[src/rtl/mips_pkg.sv]
// Shared encodings for the MIPS multiply/divide engine: op codes, FSM states
// and the iteration counter width.
package mips_pkg;

   localparam int MD_WIDTH   = 32;
   localparam int ITER_CNT_W = $clog2(MD_WIDTH) + 1;

   localparam logic [2:0] OP_MULT  = 3'd0;
   localparam logic [2:0] OP_MULTU = 3'd1;
   localparam logic [2:0] OP_MADD  = 3'd2;
   localparam logic [2:0] OP_MSUB  = 3'd3;
   localparam logic [2:0] OP_DIV   = 3'd4;
   localparam logic [2:0] OP_DIVU  = 3'd5;

   typedef enum logic [1:0] {
      S_IDLE = 2'd0,
      S_PREP = 2'd1,
      S_ITER = 2'd2,
      S_FIX  = 2'd3
   } md_state_t;

   function automatic logic op_is_signed(input logic [2:0] op);
      return (op == OP_MULT) || (op == OP_MADD) || (op == OP_MSUB) || (op == OP_DIV);
   endfunction

   function automatic logic op_is_div(input logic [2:0] op);
      return (op == OP_DIV) || (op == OP_DIVU);
   endfunction

endpackage

[src/rtl/md_datapath.sv]
// Operand latches, 2*WIDTH accumulator/remainder register, one shift-add or
// restoring shift-subtract step per cycle, and the final sign-fix/accumulate adder.
module md_datapath
   import mips_pkg::*;
#(
   parameter int WIDTH = MD_WIDTH
) (
   input  logic             clk,
   input  logic             reset,
   input  logic             load,
   input  logic             prep,
   input  logic             step,
   input  logic             fix,
   input  logic [2:0]       op,
   input  logic [WIDTH-1:0] a_in,
   input  logic [WIDTH-1:0] b_in,
   input  logic [WIDTH-1:0] hi_acc_in,
   input  logic [WIDTH-1:0] lo_acc_in,
   output logic [WIDTH-1:0] hi_result,
   output logic [WIDTH-1:0] lo_result
);

   localparam int W2 = 2 * WIDTH;

   logic [WIDTH-1:0] a_q, b_q, hacc_q, lacc_q;
   logic             neg_q, rem_neg_q;
   logic [W2-1:0]    acc;

   logic             is_signed, is_div;
   logic [WIDTH-1:0] a_mag, b_mag;
   logic [WIDTH:0]   sum, rp, diff;
   logic [W2-1:0]    mult_next, div_next, prod_s, mac;
   logic [WIDTH-1:0] quo_fix, rem_fix;

   function automatic logic [WIDTH-1:0] mag(input logic [WIDTH-1:0] v);
      return v[WIDTH-1] ? -v : v;
   endfunction

   function automatic logic [WIDTH-1:0] negate_if(input logic n, input logic [WIDTH-1:0] v);
      return n ? -v : v;
   endfunction

   always_comb begin
      is_signed = op_is_signed(op);
      is_div    = op_is_div(op);
      a_mag     = is_signed ? mag(a_q) : a_q;
      b_mag     = is_signed ? mag(b_q) : b_q;

      // Multiply: conditional add into the upper half, then shift right with the carry.
      sum       = {1'b0, acc[W2-1:WIDTH]} + (acc[0] ? {1'b0, a_q} : '0);
      mult_next = {sum, acc[WIDTH-1:1]};

      // Divide: shift remainder/quotient left, subtract divisor when no borrow.
      rp        = acc[W2-1:WIDTH-1];
      diff      = rp - {1'b0, b_q};
      div_next  = diff[WIDTH] ? {rp[WIDTH-1:0], acc[WIDTH-2:0], 1'b0}
                              : {diff[WIDTH-1:0], acc[WIDTH-2:0], 1'b1};

      prod_s    = neg_q ? -acc : acc;
      mac       = prod_s;
      if (op == OP_MADD) mac = {hacc_q, lacc_q} + prod_s;
      else if (op == OP_MSUB) mac = {hacc_q, lacc_q} - prod_s;

      quo_fix   = (b_q == '0) ? '1 : negate_if(neg_q, acc[WIDTH-1:0]);
      rem_fix   = negate_if(rem_neg_q, acc[W2-1:WIDTH]);
   end

   always_ff @(posedge clk) begin
      if (reset) begin
         a_q       <= '0;
         b_q       <= '0;
         hacc_q    <= '0;
         lacc_q    <= '0;
         neg_q     <= 1'b0;
         rem_neg_q <= 1'b0;
         acc       <= '0;
         hi_result <= '0;
         lo_result <= '0;
      end else begin
         if (load) begin
            a_q    <= a_in;
            b_q    <= b_in;
            hacc_q <= hi_acc_in;
            lacc_q <= lo_acc_in;
         end
         if (prep) begin
            a_q       <= a_mag;
            b_q       <= b_mag;
            neg_q     <= is_signed & (a_q[WIDTH-1] ^ b_q[WIDTH-1]);
            rem_neg_q <= is_signed & a_q[WIDTH-1];
            acc       <= {{WIDTH{1'b0}}, (is_div ? a_mag : b_mag)};
         end
         if (step) acc <= is_div ? div_next : mult_next;
         if (fix) begin
            if (is_div) begin
               hi_result <= rem_fix;
               lo_result <= quo_fix;
            end else begin
               {hi_result, lo_result} <= mac;
            end
         end
      end
   end

endmodule

[src/rtl/mult_div_unit.sv]
// Iterative multiply/divide engine feeding HI/LO: FSM, iteration counter and
// busy/done handshake around md_datapath. Fixed 34-edge latency per op.
module mult_div_unit
   import mips_pkg::*;
#(
   parameter int WIDTH = MD_WIDTH
) (
   input  logic             clk,
   input  logic             reset,
   input  logic             start,
   input  logic [2:0]       op,
   input  logic [WIDTH-1:0] A_input,
   input  logic [WIDTH-1:0] B_input,
   input  logic [WIDTH-1:0] HI_acc,
   input  logic [WIDTH-1:0] LO_acc,
   output logic [WIDTH-1:0] HI_result,
   output logic [WIDTH-1:0] LO_result,
   output logic             busy,
   output logic             done
);

   md_state_t              state, state_n;
   logic [ITER_CNT_W-1:0]  count;
   logic [2:0]             op_q;
   logic                   load, prep, step, fix;

   always_ff @(posedge clk) begin
      if (reset) begin
         state <= S_IDLE;
         count <= '0;
         op_q  <= '0;
         busy  <= 1'b0;
         done  <= 1'b0;
      end else begin
         state <= state_n;
         busy  <= (state_n != S_IDLE);
         done  <= fix;
         if (load) op_q <= op;
         if (prep) count <= '0;
         else if (step) count <= count + 1'b1;
      end
   end

   always_comb begin
      state_n = state;
      load    = 1'b0;
      prep    = 1'b0;
      step    = 1'b0;
      fix     = 1'b0;
      case (state)
         S_IDLE: begin
            if (start) begin
               load    = 1'b1;
               state_n = S_PREP;
            end
         end
         S_PREP: begin
            prep    = 1'b1;
            state_n = S_ITER;
         end
         S_ITER: begin
            step = 1'b1;
            if (count == ITER_CNT_W'(WIDTH - 1)) state_n = S_FIX;
         end
         S_FIX: begin
            fix     = 1'b1;
            state_n = S_IDLE;
         end
         default: state_n = S_IDLE;
      endcase
   end

   md_datapath #(.WIDTH(WIDTH)) u_datapath (
      .clk       (clk),
      .reset     (reset),
      .load      (load),
      .prep      (prep),
      .step      (step),
      .fix       (fix),
      .op        (op_q),
      .a_in      (A_input),
      .b_in      (B_input),
      .hi_acc_in (HI_acc),
      .lo_acc_in (LO_acc),
      .hi_result (HI_result),
      .lo_result (LO_result)
   );

endmodule

[config.mk]
export PLATFORM = sky130hd
export DESIGN_NAME = mult_div_unit
export DESIGN_NICKNAME = d
export VERILOG_FILES = /design/src/rtl/mips_pkg.sv /design/src/rtl/md_datapath.sv /design/src/rtl/mult_div_unit.sv
export SDC_FILE = /design/constraint.sdc
export NUM_CORES = 1
export LEC_CHECK = 0
export BUFFER_PORTS_ARGS = -buffer_cell sky130_fd_sc_hd__buf_2
export CAP_MARGIN = 20
export CORE_MARGIN = 4
export CORE_UTILIZATION = 50
export CTS_BUF_LIST = sky130_fd_sc_hd__clkbuf_8
export DETAILED_ROUTE_END_ITERATION = 16
export HOLD_SLACK_MARGIN = 0.02
export MAX_ROUTING_LAYER = met4
export PLACE_DENSITY = 0.68
export SLEW_MARGIN = 20
export SYNTH_ARGS = -nofsm -noshare
export SYNTH_HDL_FRONTEND = slang
export SYNTH_SLANG_ARGS = --single-unit
[constraint.sdc]
create_clock -name clk -period 7.35 [get_ports clk]
set_input_delay 1.47 -clock clk [delete_from_list [all_inputs] [get_ports clk]]
set_output_delay 1.47 -clock clk [all_outputs]
set_load 0.01 [all_outputs]
# Word-level counts from Yosys, hierarchy flattened
# Index checks and enable logic that the tools add are counted.
[totals]
reg_bits = 271
output_inout_bits = 66
wordCells = 76
[op_classes]
n_mux = 30
n_addsub = 10
n_reduce_logical = 11
n_eq_ne = 8
bitwise_logic = 3
[op_table]
columns = ["operator", "count"]
rows = [
  ["$mux 32", 15],
  ["$mux 64", 7],
  ["$neg 32->32", 4],
  ["$add 64x64->64", 1],
  ["$neg 64->64", 1],
  ["$sub 64x64->64", 1],
  ["$add 32x33->33", 1],
  ["$sub 33x32->33", 1],
  ["$logic_not 32->1", 1],
  ["$pmux 2 s4", 1],
  ["$add 6x1->6 const B", 1],
  ["$eq 3x2->1 const B", 2],
  ["$eq 3x3->1 const B", 2],
  ["$eq 6x5->1 const B", 1],
  ["$reduce_bool 2->1", 3],
  ["$mux 1", 5],
  ["$eq 2x2->1 const B", 2],
  ["$logic_or 1x1->1", 4],
  ["$mux 2", 2],
  ["$logic_not 3->1", 1],
  ["$and 1x1->1", 2],
  ["$eq 2x1->1 const B", 1],
  ["$logic_not 2->1", 1],
  ["$reduce_or 2->1", 1],
  ["$xor 1x1->1", 1],
]

# Longest topological paths before layout
[logic_depth]
word_depth = 8
ltp_mapped = 26
mapped_depth_nobuf = 21

# Modules after synthesis
# Synthesis repeated with hierarchy kept, for this count alone.
[unflattened]
cells_unflattened = 3718
area_unflattened_um2 = 27000.9
[modules_own_cells]
columns = ["module", "area_each_um2", "cells_each", "n_inst"]
rows = [
  ["md_datapath", 26431.6, 3656, 1],
  ["mult_div_unit", 569.3, 62, 1],
]

# Least setup slack after synthesis
# Ideal clock, no wire load.
[synth_timing]
path_type = "reg-to-reg"
start = "register u_datapath.acc[8]"
end = "register u_datapath.hi_result[31]"
setup_time_ps = 96
t_arrival_ps = 6021
path_slack_ps = 1234
stages_incl_launch_ff = 27
period_less_slack_ps = 6116
required_time_ps = 7254
path_cell_list = "dfxtp_1 buf_6 or4_4 buf_6 or4_4 buf_6 buf_6 or3_1 clkbuf_1 clkbuf_1 o21ai_0 xor2_1 inv_1 ha_1 clkbuf_1 inv_1 nor3_1 or4bb_1 a211oi_1 o31ai_1 o21ai_0 a41oi_1 o21ai_0 a211oi_1 a211oi_2 xnor2_1 o41ai_2"
[synth_via]
elab_chain_cells = 6
word_cells_on_any_way = 7
[synth_rtl]
columns = ["item", "line", "text"]
rows = [
  ["start, declared", "md_datapath.sv:27", "logic [W2-1:0] acc;"],
  ["start signal, assigned", "md_datapath.sv:91", "acc <= {{WIDTH{1'b0}}, (is_div ? a_mag : b_mag)};"],
  ["start signal, assigned", "md_datapath.sv:93", "if (step) acc <= is_div ? div_next : mult_next;"],
  ["$neg 64->64", "md_datapath.sv:59", "prod_s = neg_q ? -acc : acc;"],
  ["$mux 64 *", "md_datapath.sv:59", ""],
  ["$sub 64x64->64", "md_datapath.sv:62", "else if (op == OP_MSUB) mac = {hacc_q, lacc_q} - prod_s;"],
  ["$mux 64", "md_datapath.sv:62", ""],
  ["$mux 64 *", "md_datapath.sv:61", "if (op == OP_MADD) mac = {hacc_q, lacc_q} + prod_s;"],
  ["$mux 32 *", "md_datapath.sv:95", "if (is_div) begin"],
  ["end signal, assigned", "md_datapath.sv:96", "hi_result <= rem_fix;"],
  ["end signal, assigned", "md_datapath.sv:99", "{hi_result, lo_result} <= mac;"],
  ["end, declared", "md_datapath.sv:19", "output logic [WIDTH-1:0] hi_result,"],
]
# Every way passes the cells marked *; elsewhere a longest branch is shown, timed or not.
# A chain may end at the register's enable or synchronous reset.

# Worst setup path after layout
# Ends and elaborated chain as after synthesis.

==> impl_metrics.env <==
export IMPL_status="finished, final reports clean"
export IMPL_tritoncts="yes"
export IMPL_cts_made_buffers=50
export IMPL_core_area_um2=52900
export IMPL_hold_depth=2
export IMPL_r2r_worst_path_cells=22
export IMPL_whs_ns=0.443
export IMPL_routabilityCongestion=1.04
export IMPL_maxSlewViolCount=0
export IMPL_min_from="u_datapath.hi_result[13]$_SDFFE_PP0P_"
export IMPL_tns_ns=0
export IMPL_syn_avg_cell_area_um2=7.35
export IMPL_slew_limit_headroom=0.229
export IMPL_postCtsSetupRepairBufs=0
export IMPL_p_sw_mw=3.37
export IMPL_num_fill_cells=5232
export IMPL_start_util=0.507
export IMPL_comb_power_share=0.503
export IMPL_stdcell_count=4399
export IMPL_crit_start="u_datapath.acc[8]$_SDFFE_PP0P_"
export IMPL_grt_max_degree=116
export IMPL_grt_pass1_wl_um=157000
export IMPL_drive_gt1_frac=0.116
export IMPL_cp_end_kind="register"
export IMPL_arrival_ns=7.30
export IMPL_p_sw_frac=0.470
export IMPL_setup_slack_ns=0.643
export IMPL_synth_seq_cells=271
export IMPL_async_flop_share=0
export IMPL_io_buffers=199
export IMPL_syn_nets=3968
export IMPL_hold_path_end="u_datapath.hi_result[13]$_SDFFE_PP0P_"
export IMPL_p_seq_frac=0.261
export IMPL_dp_hpwl_um=79200
export IMPL_ir_worst_vdd_uv=163
export IMPL_antenna_left=0
export IMPL_grt_overflow_total=0
export IMPL_ys_flop_type="dfxtp_1"
export IMPL_timing_fmax_mhz=149
export IMPL_synth_warnings=0
export IMPL_netlist_instances=3647
export IMPL_routed_via_density=6.43
export IMPL_synth_top_family_by_area="compound AO/OA/AOI/OAI gates"
export IMPL_diodes=0
export IMPL_post_place_cells=4305
export IMPL_cts_hold_buffers=0
export IMPL_htree_levels=2
export IMPL_syn_area_um2=26800
export IMPL_yosysSeqAreaShare=0.202
export IMPL_antenna_found_initial=0
export IMPL_fp_dieH_um=240
export IMPL_root_buffer="clkbuf_8"
export IMPL_pwr_density_cell_nw_per_um2=246
export IMPL_hold_violations=0
export IMPL_hold_path_class="register to register"
export IMPL_cp_required_ns=7.94
export IMPL_dieArea_um2=57400
export IMPL_numClockSinks=271
export IMPL_synth_cell_type_count=94
export IMPL_intPower_mw=3.81
export IMPL_synth_compound_area_frac=0.304
export IMPL_clkSlewWorstSetupHoldPaths_ns=0.06
export IMPL_leakagePower_nw=12.1
export IMPL_wl_um=104000
export IMPL_worst_slew_pin_slew_ns=1.16
export IMPL_ctsResizeCount=0
export IMPL_synth_edf_count=0
export IMPL_grtUsageTotal=0.357
export IMPL_core_rowCount=84
export IMPL_grt_pass1_vias=25700
export IMPL_critPathKind="register to register"
export IMPL_synth_xor_area_frac=0.0840
export IMPL_layout_min_cycle_time_ns=6.71
export IMPL_drt_first_pass_iters=8
export IMPL_rsz0062_at_grt="no"
export IMPL_skew_ns=0.0678
export IMPL_clk_latency_ns=0.71
export IMPL_synthAdderAreaFrac=0.0888
export IMPL_max_cap_viol_count=0
export IMPL_fin_nets=3990
export IMPL_num_vias=28300
export IMPL_min_period_over_period=0.912
export IMPL_cp_max_fo=28
export IMPL_r2r_end="u_datapath.hi_result[31]$_SDFFE_PP0P_"
export IMPL_drt_iter0_markers=3005
export IMPL_io_pins=200
export IMPL_r2r_start="u_datapath.acc[8]$_SDFFE_PP0P_"
export IMPL_wire_per_inst_um=23.7
export IMPL_clockBufferDepth=3
export IMPL_synthMuxAreaShare=0.0475
export IMPL_critPathLaunchType="register"
export IMPL_die_w_um=240
export IMPL_pre_cts_ws_ns=0.829
export IMPL_yosys_area_share_simple=0.204
export IMPL_r2r_slack_ns=0.64
export IMPL_area_growth_pct=8.82
export IMPL_drc_errors=0
export IMPL_setup_viol=0
export IMPL_clkPwrFrac=0.236
==> per-stage QoR <==
step,power [mW],utilization,instance area [um^2]
finish,7.18,0.552,29200
global placement,5.39,0.530,28000
floorplan,4.36,-,26800
detailed placement,5.39,0.530,28000
global route,7.56,0.552,29200
CTS,7.10,0.552,29200
==> power by group through the flow <==
stage / logic, mW / clock network, mW / registers, mW
final: 3.61 / 1.69 / 1.88
after global routing: 3.88 / 1.78 / 1.90
after CTS: 3.51 / 1.72 / 1.87
after detailed placement: 3.49 / 0 / 1.90
after global placement: 3.50 / 0 / 1.89
after floorplan: 2.57 / 0 / 1.80
==> cell families (layout without fill, tap and decap cells) <==
family,Yosys count,in the layout
fa+ha+maj,188,188
buf+inv,483,547
mux,88,88
compound gates,1212,1212
xor+xnor,257,257
flops,271,271
simple gates,1148,1148
==> Yosys cell counts, drive strengths merged, types with 9 or more instances <==
library cell	count	area, um^2
or4	26	203
mux2i	53	531
nor4	48	313
nand2b	32	200
a22oi	26	195
o211ai	37	278
a221oi	27	243
a21oi	321	1610
a41oi	9	78.8
xnor2	179	1570
o21a	16	121
o41ai	24	267
xor2	78	683
mux4	31	698
nand3	64	320
a311oi	12	118
nand4	28	175
clkbuf	253	950
or2	14	87.6
o31ai	45	352
a221o	9	90.1
a211o	12	105
or3	36	225
o21bai	39	293
a211oi	194	1470
nand2	376	1410
nor3	57	285
nor2	294	1100
ha	183	2290
buf	20	108
a31oi	29	181
and2	41	257
a22o	11	96.3
nor2b	27	169
inv	209	785
dfxtp	271	5430
o21ai	211	1060
o221ai	23	201
and3	79	494
a21o	79	593
==> how the worst max path moves through the flow <==
stage | endpoint | slack [ns] | cells past startpoint
final | u_datapath.hi_result[31]$_SDFFE_PP0P_ | 0.64 | 22
after global routing | u_datapath.hi_result[31]$_SDFFE_PP0P_ | 0.38 | 22
after CTS | u_datapath.hi_result[31]$_SDFFE_PP0P_ | 0.77 | 21
after detailed placement | u_datapath.hi_result[31]$_SDFFE_PP0P_ | 0.83 | 22
after global placement | u_datapath.hi_result[31]$_SDFFE_PP0P_ | 0.90 | 21
after floorplan | u_datapath.hi_result[31]$_SDFFE_PP0P_ | 1.23 | 26
==> registers in the layout (all words and copies together), names as in the netlist, 2 cells and up <==
name / count
count: 6
op_q: 3
state: 2
u_datapath.a_q: 32
u_datapath.acc: 64
u_datapath.b_q: 32
u_datapath.hacc_q: 32
u_datapath.hi_result: 32
u_datapath.lacc_q: 32
u_datapath.lo_result: 32
==> cell usage in the layout, fill, tap and decap left out, types with 64 or more instances in the layout <==
cell,Yosys,routed
ha_1,183,179
a211oi_1,191,191
nand3_1,64,64
xor2_1,78,78
inv_1,207,214
a21o_1,79,79
dfxtp_1,271,268
xnor2_1,179,179
buf_2,2,198
a21oi_1,321,320
and3_1,79,79
nand2_1,376,374
o21ai_0,206,206
nor2_1,294,289
==> metal layers <==
layer | up-vias | global-route usage | share of wire
li1 | 13400 | - | -
met1 | 13200 | 0.510 | 0.45
met2 | 1447 | 0.511 | 0.42
met3 | 197 | 0.0645 | 0.098
met4 | 0 | 0.114 | 0.036
met5 | - | - | 0
==> layout make-up <==
type                            instances  area (um^2)  area share
Clock buffer                           63          867      0.0297
Inverter                              210          788      0.0270
Timing Repair Buffer                  243         1350      0.0462
Multi-Input combinational cell       2893        19600       0.672
Sequential cell                       271         5430       0.186
Clock inverter                         31          287     0.00982
Tap cell                              688          861      0.0295
==> critical path, cell delays in order, from the launching register on <==
cell and delay [ns]:
dfxtp_1 0.38, or4_4 0.60, or4_4 0.75, or3_1 0.71, o21ai_0 0.30, xor2_1 0.28, inv_1 0.09, ha_1 0.51
inv_1 0.22, nor3_1 0.22, buf_4 0.17, or4bb_1 0.43, a211oi_1 0.29, o31ai_1 0.17, o21ai_0 0.23, buf_4 0.18
a41oi_1 0.12, buf_4 0.18, o21ai_0 0.13, a211oi_1 0.10, a211oi_2 0.19, xnor2_1 0.12, o41ai_2 0.19
Power figures use the tool's default switching activity.
